**config.mk**
```make
export PLATFORM = sky130hd
export DESIGN_NAME = tx_symbol_upsampler
export DESIGN_NICKNAME = d
export VERILOG_FILES = /design/src/rtl/tx_symbol_upsampler_pkg.sv /design/src/rtl/tx_symbol_upsampler_sym_fifo.sv /design/src/rtl/tx_symbol_upsampler.sv
export SDC_FILE = /design/constraint.sdc
export NUM_CORES = 1
export LEC_CHECK = 0
export BUFFER_PORTS_ARGS = -buffer_cell sky130_fd_sc_hd__clkbuf_2
export CORE_MARGIN = 1
export CORE_UTILIZATION = 43
export CTS_BUF_LIST = sky130_fd_sc_hd__clkbuf_8
export DETAILED_ROUTE_END_ITERATION = 7
export GPL_TIMING_DRIVEN = 0
export PLACE_DENSITY = 0.77
export SYNTH_ARGS = -nofsm -noshare
export SYNTH_HDL_FRONTEND = slang
export SYNTH_SLANG_ARGS = --single-unit
```
**constraint.sdc**
```tcl
create_clock -name clk_i -period 1.9 [get_ports clk_i]
set_clock_uncertainty 0.2 [all_clocks]
set_input_delay 0.38 -clock clk_i [delete_from_list [all_inputs] [get_ports clk_i]]
set_output_delay 0.38 -clock clk_i [all_outputs]
set_load 0.005 [all_outputs]
```
**src/rtl/tx_symbol_upsampler_pkg.sv**
```systemverilog
// Shared TX definitions: 4-ASK symbol/sample widths, level constants and the Gray symbol map.
package tx_symbol_upsampler_pkg;

  localparam int unsigned SymW    = 2;
  localparam int unsigned SampleW = 18;

  // 1s17 levels; the positive full-scale level saturates one LSB short of +1.0
  localparam logic signed [SampleW-1:0] LevelNeg3 = 18'sh20000;
  localparam logic signed [SampleW-1:0] LevelNeg1 = -18'sd43690;
  localparam logic signed [SampleW-1:0] LevelPos1 = 18'sd43690;
  localparam logic signed [SampleW-1:0] LevelPos3 = 18'sd131071;

  function automatic logic signed [SampleW-1:0] map_symbol(input logic [SymW-1:0] sym);
    logic signed [SampleW-1:0] level;
    unique case (sym)
      2'b00:   level = LevelNeg3;
      2'b01:   level = LevelNeg1;
      2'b11:   level = LevelPos1;
      default: level = LevelPos3;
    endcase
    return level;
  endfunction

endpackage

```
**src/rtl/tx_symbol_upsampler_sym_fifo.sv**
```systemverilog
// Small symbol FIFO (sym_fifo) with push/pop and occupancy count; no read bypass.
module tx_symbol_upsampler_sym_fifo
  import tx_symbol_upsampler_pkg::*;
#(
  parameter int unsigned Depth = 2
) (
  input  logic                          clk_i,
  input  logic                          rst_i,
  input  logic                          push_i,
  input  logic                          pop_i,
  input  logic [SymW-1:0]               data_i,
  output logic [SymW-1:0]               data_o,
  output logic [$clog2(Depth+1)-1:0]    count_o
);

  localparam int unsigned PtrW = $clog2(Depth);
  localparam int unsigned CntW = $clog2(Depth + 1);

  logic [SymW-1:0] mem_q [Depth];
  logic [PtrW-1:0] wr_ptr_q, wr_ptr_d;
  logic [PtrW-1:0] rd_ptr_q, rd_ptr_d;
  logic [CntW-1:0] count_q, count_d;

  always_comb begin
    wr_ptr_d = wr_ptr_q;
    rd_ptr_d = rd_ptr_q;
    count_d  = count_q;
    // Pointers wrap explicitly so non-power-of-two depths work
    if (push_i) begin
      wr_ptr_d = (wr_ptr_q == PtrW'(Depth - 1)) ? '0 : wr_ptr_q + 1'b1;
    end
    if (pop_i) begin
      rd_ptr_d = (rd_ptr_q == PtrW'(Depth - 1)) ? '0 : rd_ptr_q + 1'b1;
    end
    case ({push_i, pop_i})
      2'b10:   count_d = count_q + 1'b1;
      2'b01:   count_d = count_q - 1'b1;
      default: count_d = count_q;
    endcase
  end

  always_ff @(posedge clk_i or posedge rst_i) begin
    if (rst_i) begin
      wr_ptr_q <= '0;
      rd_ptr_q <= '0;
      count_q  <= '0;
    end else begin
      wr_ptr_q <= wr_ptr_d;
      rd_ptr_q <= rd_ptr_d;
      count_q  <= count_d;
    end
  end

  always_ff @(posedge clk_i) begin
    if (push_i) begin
      mem_q[wr_ptr_q] <= data_i;
    end
  end

  assign data_o  = mem_q[rd_ptr_q];
  assign count_o = count_q;

endmodule

```
**src/rtl/tx_symbol_upsampler.sv**
```systemverilog
// 4-ASK symbol upsampler: buffers Gray symbols and emits one mapped sample every OSR clocks,
// zero-stuffed in between, for the TX pulse-shaping filter.
module tx_symbol_upsampler
  import tx_symbol_upsampler_pkg::*;
#(
  parameter int unsigned OSR        = 4,
  parameter int unsigned FIFO_DEPTH = 2
) (
  input  logic                      clk_i,
  input  logic                      rst_i,
  input  logic [SymW-1:0]           sym_in_i,
  input  logic                      sym_valid_i,
  output logic                      sym_ready_o,
  input  logic                      clr_underrun_i,
  output logic signed [SampleW-1:0] x_out_o,
  output logic                      sym_strobe_o,
  output logic                      underrun_o
);

  localparam int unsigned PhW  = $clog2(OSR);
  localparam int unsigned CntW = $clog2(FIFO_DEPTH + 1);

  logic [PhW-1:0]            ph_q, ph_d;
  logic                      primed_q, primed_d;
  logic                      underrun_q, underrun_d;
  logic                      strobe_q, strobe_d;
  logic signed [SampleW-1:0] x_q, x_d;

  logic [CntW-1:0] fifo_count;
  logic [SymW-1:0] fifo_head;
  logic            fifo_empty, fifo_full, slot, push, pop;

  tx_symbol_upsampler_sym_fifo #(
    .Depth (FIFO_DEPTH)
  ) u_sym_fifo (
    .clk_i   (clk_i),
    .rst_i   (rst_i),
    .push_i  (push),
    .pop_i   (pop),
    .data_i  (sym_in_i),
    .data_o  (fifo_head),
    .count_o (fifo_count)
  );

  assign fifo_empty  = (fifo_count == '0);
  assign fifo_full   = (fifo_count == CntW'(FIFO_DEPTH));
  // Ready comes from registered occupancy only, so a pop cannot reopen a full FIFO same-cycle
  assign sym_ready_o = ~rst_i & ~fifo_full;
  assign push        = sym_valid_i & sym_ready_o;
  assign slot        = (ph_q == '0);
  assign pop         = slot & ~fifo_empty;

  always_comb begin
    ph_d       = (ph_q == PhW'(OSR - 1)) ? '0 : ph_q + 1'b1;
    primed_d   = primed_q | pop;
    strobe_d   = pop;
    x_d        = pop ? map_symbol(fifo_head) : '0;
    underrun_d = underrun_q;
    if (slot && fifo_empty && primed_q) begin
      underrun_d = 1'b1;
    end else if (clr_underrun_i) begin
      underrun_d = 1'b0;
    end
  end

  always_ff @(posedge clk_i or posedge rst_i) begin
    if (rst_i) begin
      ph_q       <= '0;
      primed_q   <= 1'b0;
      underrun_q <= 1'b0;
      strobe_q   <= 1'b0;
      x_q        <= '0;
    end else begin
      ph_q       <= ph_d;
      primed_q   <= primed_d;
      underrun_q <= underrun_d;
      strobe_q   <= strobe_d;
      x_q        <= x_d;
    end
  end

  assign x_out_o      = x_q;
  assign sym_strobe_o = strobe_q;
  assign underrun_o   = underrun_q;

endmodule

```
### After elaboration in Yosys (flattened, before gate mapping)

Memories as Yosys holds them, arrays and structs flattened.
Cells that the tools add are included.

* register bits after elaboration: 27
* latch bits: 0
* RAM bits: 4
* ROM bits: 0
* bits of input ports: 6
* output and inout bits: 21
* memories: 1

* add/sub/neg operators: 5
* multipliers: 0
* div/mod/pow operators: 0
* magnitude comparators: 0
* eq/ne operators: 6
* shift operators: 0
* muxes and demuxes: 10
* bitwise operators: 7
* reductions and logical operators: 7

Memory list
* u_sym_fifo.mem_q: words 2, width 2, read ports 1, clocked after memory_dff 0, write ports 1, RTL line tx_symbol_upsampler_sym_fifo.sv:19 `logic [SymW-1:0] mem_q [Depth];`

Operator list (number)
* 18-bit case mux with 3 select lines: 1
* 18-bit 2-to-1 mux: 1
* 2-bit equality test, second input constant: 4
* 2-bit zero test: 3
* 1-bit 2-to-1 mux: 6
* 2-bit by 1-bit adder with 2-bit output, second input constant: 2
* 2-bit by 1-bit equality test with 1-bit output, second input constant: 2
* 2-bit case mux with 2 select lines: 1
* 2-bit nonzero test: 2
* 1-bit AND: 3
* 1-bit inverter: 3
* 1-bit adder, second input constant: 2
* 1-bit logical AND: 2
* 2-bit 2-to-1 mux: 1
* 2-bit by 1-bit subtractor with 2-bit output, second input constant: 1
* 1-bit bitwise OR: 1

### Longest topological paths before layout

Gate-level depths: netlist of run 1.

* depth after elaboration: 6
* mapped depth: 8

### By module

Synthesis of run 1 repeated with hierarchy kept, for this count alone.

* cells, all modules: 73
* area total of the unflattened synthesis: 860.8 um^2

Modules (own cells, without submodules)
* tx_symbol_upsampler: instances 1, cells each 52, area each 540.5 um^2
* tx_symbol_upsampler_sym_fifo: instances 1, cells each 21, area each 320.3 um^2

### Worst setup path after synthesis of run 1

Ideal clock, no wire load.

* path type: input-to-reg
* start: input port rst_i
* end: register u_sym_fifo.count_q[1] (netlist: u_sym_fifo.count_o[1])
* setup time: 0.125 ns
* arrival time: 1.467 ns
* data required time: 1.575 ns
* slack: 0.108 ns
* cell stages on the path: 6
* buffers on the path: 0
* path through: inv_1 -> nand3_2 -> ha_1 -> xnor2_1 -> nor2_1 -> xor2_1

* word-level cells in the longest chain between the ends: 5

RTL lines
* start: declaration: RTL line tx_symbol_upsampler.sv:10 `input logic rst_i,`
* 1-bit inverter (*): RTL line tx_symbol_upsampler.sv:48 `assign sym_ready_o = ~rst_i & ~fifo_full;`
* 1-bit AND (*): RTL line tx_symbol_upsampler.sv:48
* 1-bit AND (*): RTL line tx_symbol_upsampler.sv:49 `assign push = sym_valid_i & sym_ready_o;`
* 2-bit by 1-bit equality test with 1-bit output / 2-bit equality test (equally long branches): RTL line tx_symbol_upsampler_sym_fifo.sv:35 `case ({push_i, pop_i})`
* 2-bit case mux with 2 select lines / 2-bit nonzero test (equally long branches)
* end signal: assignment: RTL line tx_symbol_upsampler_sym_fifo.sv:50 `count_q <= count_d;`
* end: declaration: RTL line tx_symbol_upsampler_sym_fifo.sv:22 `logic [CntW-1:0] count_q, count_d;`

Every way passes the cells marked *; elsewhere a longest branch is shown, timed or not.
A chain may end at the register's enable or synchronous reset.

### Worst setup path after layout of run 1

* start: register u_sym_fifo.count_q[0] (netlist: u_sym_fifo.count_o[0])
* end: output port sym_ready_o

* word-level cells in the longest chain between the ends: 3

RTL lines
* 2-bit equality test: RTL line tx_symbol_upsampler.sv:46 `assign fifo_full = (fifo_count == CntW'(FIFO_DEPTH));`
* 1-bit inverter: RTL line tx_symbol_upsampler.sv:48
* 1-bit AND: RTL line tx_symbol_upsampler.sv:48
* end: declaration: RTL line tx_symbol_upsampler.sv:13 `output logic sym_ready_o,`

Every way passes these cells.

==> results of run 1 <==
[worst max-delay path, cell delays in order, from the launching register on]
cell      delay, ps
dfrtp_1         440
nand2b_1        200
and2_1          160
clkbuf_2        100
[timing repair]
item | in CTS | in global routing
gates resized for setup | 0 | 1
setup endpoints to repair | 0 | 1
hold buffers | 1 | 0
hold endpoints to repair | 14 | 0
[where the power goes]
group          internal, mW  switching [mW]  total (mW)
sequential            0.510           0.110       0.621
clock                 0.143           0.116       0.259
combinational         0.364           0.195       0.558
total                  1.02           0.421        1.44
[sequential cells by signal, summed over array words and instances, names as in the netlist]
register,flops
primed_q,1
ph_q,2
underrun_o,1
x_out_o,5
u_sym_fifo.rd_ptr_q,1
sym_strobe_o,1
u_sym_fifo.wr_ptr_q,1
u_sym_fifo.mem_q,4
u_sym_fifo.count_o,2
[Yosys cell counts]
master / number
nand3_2: 1
mux2i_1: 2
buf_4: 13
o21ai_2: 1
o32ai_1: 1
xnor2_1: 4
edfxtp_1: 4
xor2_1: 1
and2_1: 3
nor2_1: 7
nand2b_1: 2
nand2_1: 1
dfrtp_1: 14
inv_1: 7
ha_1: 5
[metal layers]
| layer | global-route usage, % | part of all wire [%] | vias to the layer above |
|---|---|---|---|
| met1 | 14.3 | 43 | 229 |
| li1 | - | - | 254 |
| met2 | 22.0 | 48 | 28 |
| met5 | 0 | 0 | - |
| met3 | 3.57 | 6.6 | 4 |
| met4 | 10.9 | 2.5 | 0 |
[area by class of cell]
type / count / area, um^2
buffer: 13 / 97.6
sequential: 18 / 470
timing repair buffer: 27 / 140
clock buffer: 3 / 41.3
inverter: 7 / 26.3
multi-input combinational: 28 / 215
clock inverter: 1 / 3.75
fill: 158 / 719
tap: 25 / 31.3
[cell families (layout without fill, tap and decap cells)]
group	count (synthesis)	after routing
buf+inv	20	51
flops	18	18
simple gates	14	14
fa+ha+maj	5	5
xor+xnor	5	5
compound gates	2	2
mux	2	2
[path summary, 6_finish.rpt]
path / to / slack, ps / cells past startpoint
setup / recovery: sym_ready_o / 160 / 3
setup reg to reg: u_sym_fifo.count_o[1] / 170 / 8
min in group asynchronous: u_sym_fifo.rd_ptr_q / 620 / 3
hold / removal: underrun_o / 110 / 2
max in group asynchronous: ph_q[0] / 480 / 3
hold reg to reg: ph_q[0] / 260 / 1
==> results.sh, run 1 <==
export IMPL_status="complete, no violations"
export IMPL_synth_simple_area_share_pct=8.81
export IMPL_hold_class="input pin to flop"
export IMPL_io_buffers=26
export IMPL_worstPathRequired_ps=1320
export IMPL_fmax_mhz=576
export IMPL_synth_area_leaders="dfrtp_1 (43%), edfxtp_1 (15%), buf_4 (12%), ha_1 (7.7%), xnor2_1 (4.3%)"
export IMPL_setup_viol=0
export IMPL_top_level_ports=27
export IMPL_synth_compound_gate_area_share_pct=2.16
export IMPL_crit_start="u_sym_fifo.count_o[0]"
export IMPL_rows=15
export IMPL_synthMuxAreaShare_pct=2.47
export IMPL_post_synth_cell_area_avg_um2=12.3
export IMPL_worst_slack_ps=164
export IMPL_netlist_instances=66
export IMPL_cp_arrival_ps=1160
export IMPL_fin_area_mm2=0.00103
export IMPL_yosys_register_bits=18
export IMPL_grt_pass1_wl_um=1820
export IMPL_initial_utilization_pct=46.4
export IMPL_tightest_slew_ps=613
export IMPL_peakVddDrop_mv=0.709
export IMPL_drv_cap=0
export IMPL_end_kind="primary output"
export IMPL_area_growth_synth_to_final_pct=26.7
export IMPL_place_hpwl_um=889
export IMPL_placed_area_um2=971
export IMPL_wl_per_cell_um=9.38
export IMPL_drv_slew=0
export IMPL_clockBufferDepth=2
export IMPL_dp_cells=117
export IMPL_worstSkewPairLatency_ps=250
export IMPL_routed_via_density=4.22
export IMPL_p_leak_nw=0.537
export IMPL_synth_xor_area_share_pct=5.41
export IMPL_clkTransAtPathRegs_ps=60
export IMPL_die_y_um=45.4
export IMPL_fin_nets=109
export IMPL_syn_cell_area_um2=810
export IMPL_grt_max_degree=15
export IMPL_yosys_warnings=0
export IMPL_p_total_mw=1.44
export IMPL_layout_commonest_cell="clkbuf_2"
export IMPL_finalSetupTns_ps=0
export IMPL_first_global_vias=461
export IMPL_fin_util_pct=58.8
export IMPL_r2r_start="ph_q[0]"
export IMPL_cts_tree="done"
export IMPL_drive_gt1_share_pct=46.4
export IMPL_crit_type="flop to primary output"
export IMPL_wl_um=1140
export IMPL_grt_antenna_before_repair=0
export IMPL_grt_use_total_pct=13.4
export IMPL_drt_iter0_drc=4
export IMPL_final_hold_viol_count=0
export IMPL_synthDominantCellAreaShare_pct=43.3
export IMPL_dieArea_mm2=0.00206
export IMPL_hp_start="clr_underrun_i"
export IMPL_gp_congestion=0.642
export IMPL_final_cell_mix="clkbuf_2 (26), dfrtp_1 (14), buf_4 (13), nor2_1 (7), inv_1 (6)"
export IMPL_core_mm2=0.00175
export IMPL_cts_sinks=18
export IMPL_maxSlewHeadroom_pct=59.0
export IMPL_yosys_area_share_adder_pct=7.73
export IMPL_rsz0062_at_grt="no"
export IMPL_fin_crit_ps=1740
export IMPL_start_kind="flop"
export IMPL_ys_types=15
export IMPL_final_cells=122
export IMPL_power_density_mw_per_mm2=1400
export IMPL_fin_crit_sh_pct=91.4
export IMPL_ant_nets=0
export IMPL_place_ws_ps=-206
export IMPL_h_tree_depth=1
export IMPL_yosysTopAreaCell="dfrtp_1"
export IMPL_detail_route_first_pass_iterations=4
export IMPL_grt_overflow_total=0
export IMPL_synth_top_family_by_area="buffers and inverters"
export IMPL_hold_worst_slack_ps=111
export IMPL_seq_area_frac_synth_pct=58.1
export IMPL_vias=515
export IMPL_synth_fp_nets=77
export IMPL_root_buffer="clkbuf_8"
export IMPL_cts_setup_buffers=0
export IMPL_crit_fanout=5
export IMPL_antenna_cells=0
export IMPL_die_x_um=45.4
export IMPL_cts_buffers=3
export IMPL_route_detailed_drc=0
(Power assumes the default switching activity.)
==> run 2: changes to the inputs <==
--- a/config.mk
+++ b/config.mk
@@ -12,6 +12,7 @@
 export DETAILED_ROUTE_END_ITERATION = 7
 export GPL_TIMING_DRIVEN = 0
 export PLACE_DENSITY = 0.77
+export SETUP_SLACK_MARGIN = 0.3
 export SYNTH_ARGS = -nofsm -noshare
 export SYNTH_HDL_FRONTEND = slang
 export SYNTH_SLANG_ARGS = --single-unit
==> run 2 against run 1 <==
Largest cell class unchanged. Non-clock buffer count up 7. First-iteration DRC count down 25%. Flip-flop and latch count unchanged. Global-route usage up 1.3 points. Highest routed layer is now met3. Clock power about the same. Combinational power up 15%. Wire length up 9.0%.
==> results.sh, run 2 (synthesis results as in run 1) <==
export IMPL_status="complete, no violations"
export IMPL_fillers=145
export IMPL_routed_via_density=4.24
export IMPL_rows=15
export IMPL_intPower_mw=1.07
export IMPL_p_sw_share_pct=29.6
export IMPL_worstPathRequired_ps=1320
export IMPL_gp_congestion=0.614
export IMPL_cp_arrival_ps=1040
export IMPL_hp_start="clr_underrun_i"
export IMPL_grt_overflow_total=0
export IMPL_cts_sinks=18
export IMPL_start_kind="flop"
export IMPL_fin_nets=116
export IMPL_place_ws_ps=38.0
export IMPL_dieArea_mm2=0.00206
export IMPL_antenna_cells=0
export IMPL_drt_iter0_drc=3
export IMPL_crit_buf_inv=1
export IMPL_p_total_mw=1.53
export IMPL_layout_commonest_cell="clkbuf_2"
export IMPL_p_comb_share_pct=42.1
export IMPL_root_buffer="clkbuf_8"
export IMPL_grt_antenna_before_repair=0
export IMPL_top_level_ports=27
export IMPL_grt_max_degree=15
export IMPL_seqPwrFrac_pct=40.9
export IMPL_grt_pass1_wl_um=2010
export IMPL_die_x_um=45.4
export IMPL_tightest_slew_ps=264
export IMPL_crit_fanout=3
export IMPL_die_y_um=45.4
export IMPL_io_buffers=26
export IMPL_hold_class="input pin to flop"
export IMPL_drive_gt1_share_pct=57.7
export IMPL_r2r_worst_path_cells=7
export IMPL_final_hold_viol_count=0
export IMPL_crit_chain="nand2b_4 -> and2_4 -> clkbuf_2"
export IMPL_slowest_stage="dfrtp_2"
export IMPL_placed_area_um2=987
export IMPL_end_kind="primary output"
export IMPL_fmax_mhz=619
export IMPL_crit_type="flop to primary output"
export IMPL_wl_per_cell_um=9.67
export IMPL_fin_util_pct=64.4
export IMPL_r2r_start="u_sym_fifo.count_o[0]"
export IMPL_fin_crit_sh_pct=85.1
export IMPL_p_leak_nw=0.581
export IMPL_vias=547
export IMPL_route_detailed_drc=0
export IMPL_finalSetupTns_ps=0
export IMPL_wl_um=1250
export IMPL_place_hpwl_um=859
export IMPL_rsz0062_at_grt="yes"
export IMPL_first_global_vias=497
export IMPL_p_sw_mw=0.451
export IMPL_grt_use_total_pct=14.7
export IMPL_cts_tree="done"
export IMPL_r2r_end="u_sym_fifo.count_o[1]"
export IMPL_initial_utilization_pct=46.4
export IMPL_clkTransAtPathRegs_ps=60
export IMPL_maxSlewHeadroom_pct=81.9
export IMPL_worst_slack_ps=284
export IMPL_hold_path_endpoint="underrun_o"
export IMPL_clockBufferDepth=2
export IMPL_setup_viol=0
export IMPL_core_mm2=0.00175
export IMPL_cts_buffers=3
export IMPL_regArea_um2=473
export IMPL_drv_cap=0
export IMPL_whs_path_depth=2
export IMPL_fin_area_mm2=0.00112
export IMPL_detail_route_first_pass_iterations=2
export IMPL_final_cell_mix="clkbuf_2 (26), buf_4 (20), dfrtp_1 (12), nor2_1 (7), inv_1 (6)"
export IMPL_clock_power_share_pct=16.9
export IMPL_worstSkewPairLatency_ps=250
export IMPL_rrSetupSlack_ps=300
export IMPL_drv_slew=0
export IMPL_crit_family="flip-flops"
export IMPL_fin_crit_ps=1620
export IMPL_largest_reg_flops=5
export IMPL_max_stage_delay_ps=420
export IMPL_h_tree_depth=1
export IMPL_multi_input_area_um2=255
export IMPL_peakVddDrop_mv=0.691
export IMPL_power_density_mw_per_mm2=1360
export IMPL_ant_nets=0
export IMPL_area_growth_synth_to_final_pct=38.9
==> run 2: changes by cell type in the layout (fill, tap and decap cells not counted), sizes merged <==
cell,previous run,this run
clkinvlp,0,1
clkinv,1,0
buf,13,20
==> run 2: worst max-delay path by stage <==
stage | from | end | slack (ps) | depth (start not counted)
2_1_floorplan | ph_q[0] | u_sym_fifo.count_o[1] | 300 | 8
5_1_grt | u_sym_fifo.count_o[0] | u_sym_fifo.count_o[1] | 230 | 7
4_1_cts | u_sym_fifo.count_o[0] | sym_ready_o | 280 | 3
3_3_place_gp | rst_i | u_sym_fifo.count_o[1] | 80 | 7
6_report | u_sym_fifo.count_o[0] | sym_ready_o | 280 | 3
3_5_place_dp | rst_i | u_sym_fifo.count_o[1] | 40 | 6
==> run 2: power groups by stage <==
stage               Combinational (mW)  Clock, mW  Sequential (mW)
floorplan                        0.335          0            0.622
global placement                 0.551          0            0.624
detailed placement               0.569          0            0.628
CTS                              0.640      0.270            0.626
global route                     0.705      0.291            0.643
finish                           0.643      0.258            0.624
==> run 2: per-stage QoR <==
stage                     cells  hold WS [ps]
final                       129           108
after detailed placement    117           161
after CTS                   128           100
after floorplan              66          4.96
after global placement      117           155
after global routing        129           101
==> run 2: area by class of cell <==
| cell class | instances | area share [%] |
|---|---|---|
| Buffer | 13 | 8.68 |
| Multi-Input combinational cell | 28 | 22.7 |
| Inverter | 7 | 2.67 |
| Timing Repair Buffer | 34 | 17.1 |
| Sequential cell | 18 | 42.0 |
| Clock inverter | 1 | 0.334 |
| Tap cell | 25 | 2.78 |
| Clock buffer | 3 | 3.67 |
==> run 2: timing repair <==
| action | in CTS | in global routing |
|---|---|---|
| setup buffers | 6 | 1 |
| setup endpoints to repair | 2 | 2 |
| hold buffers | 1 | 0 |
| endpoints found under the hold margin | 14 | 0 |
| gates resized for setup | 6 | 1 |
| pin swaps | 2 | 2 |
==> run 2: per-layer routing <==
| metal | vias up | global-route usage, % | share of wire [%] |
|---|---|---|---|
| met5 | - | 0 | 0 |
| met4 | 0 | 10.9 | 0 |
| met3 | 0 | 4.76 | 5.2 |
| met2 | 25 | 23.4 | 48 |
| met1 | 250 | 16.3 | 46 |
| li1 | 272 | - | - |
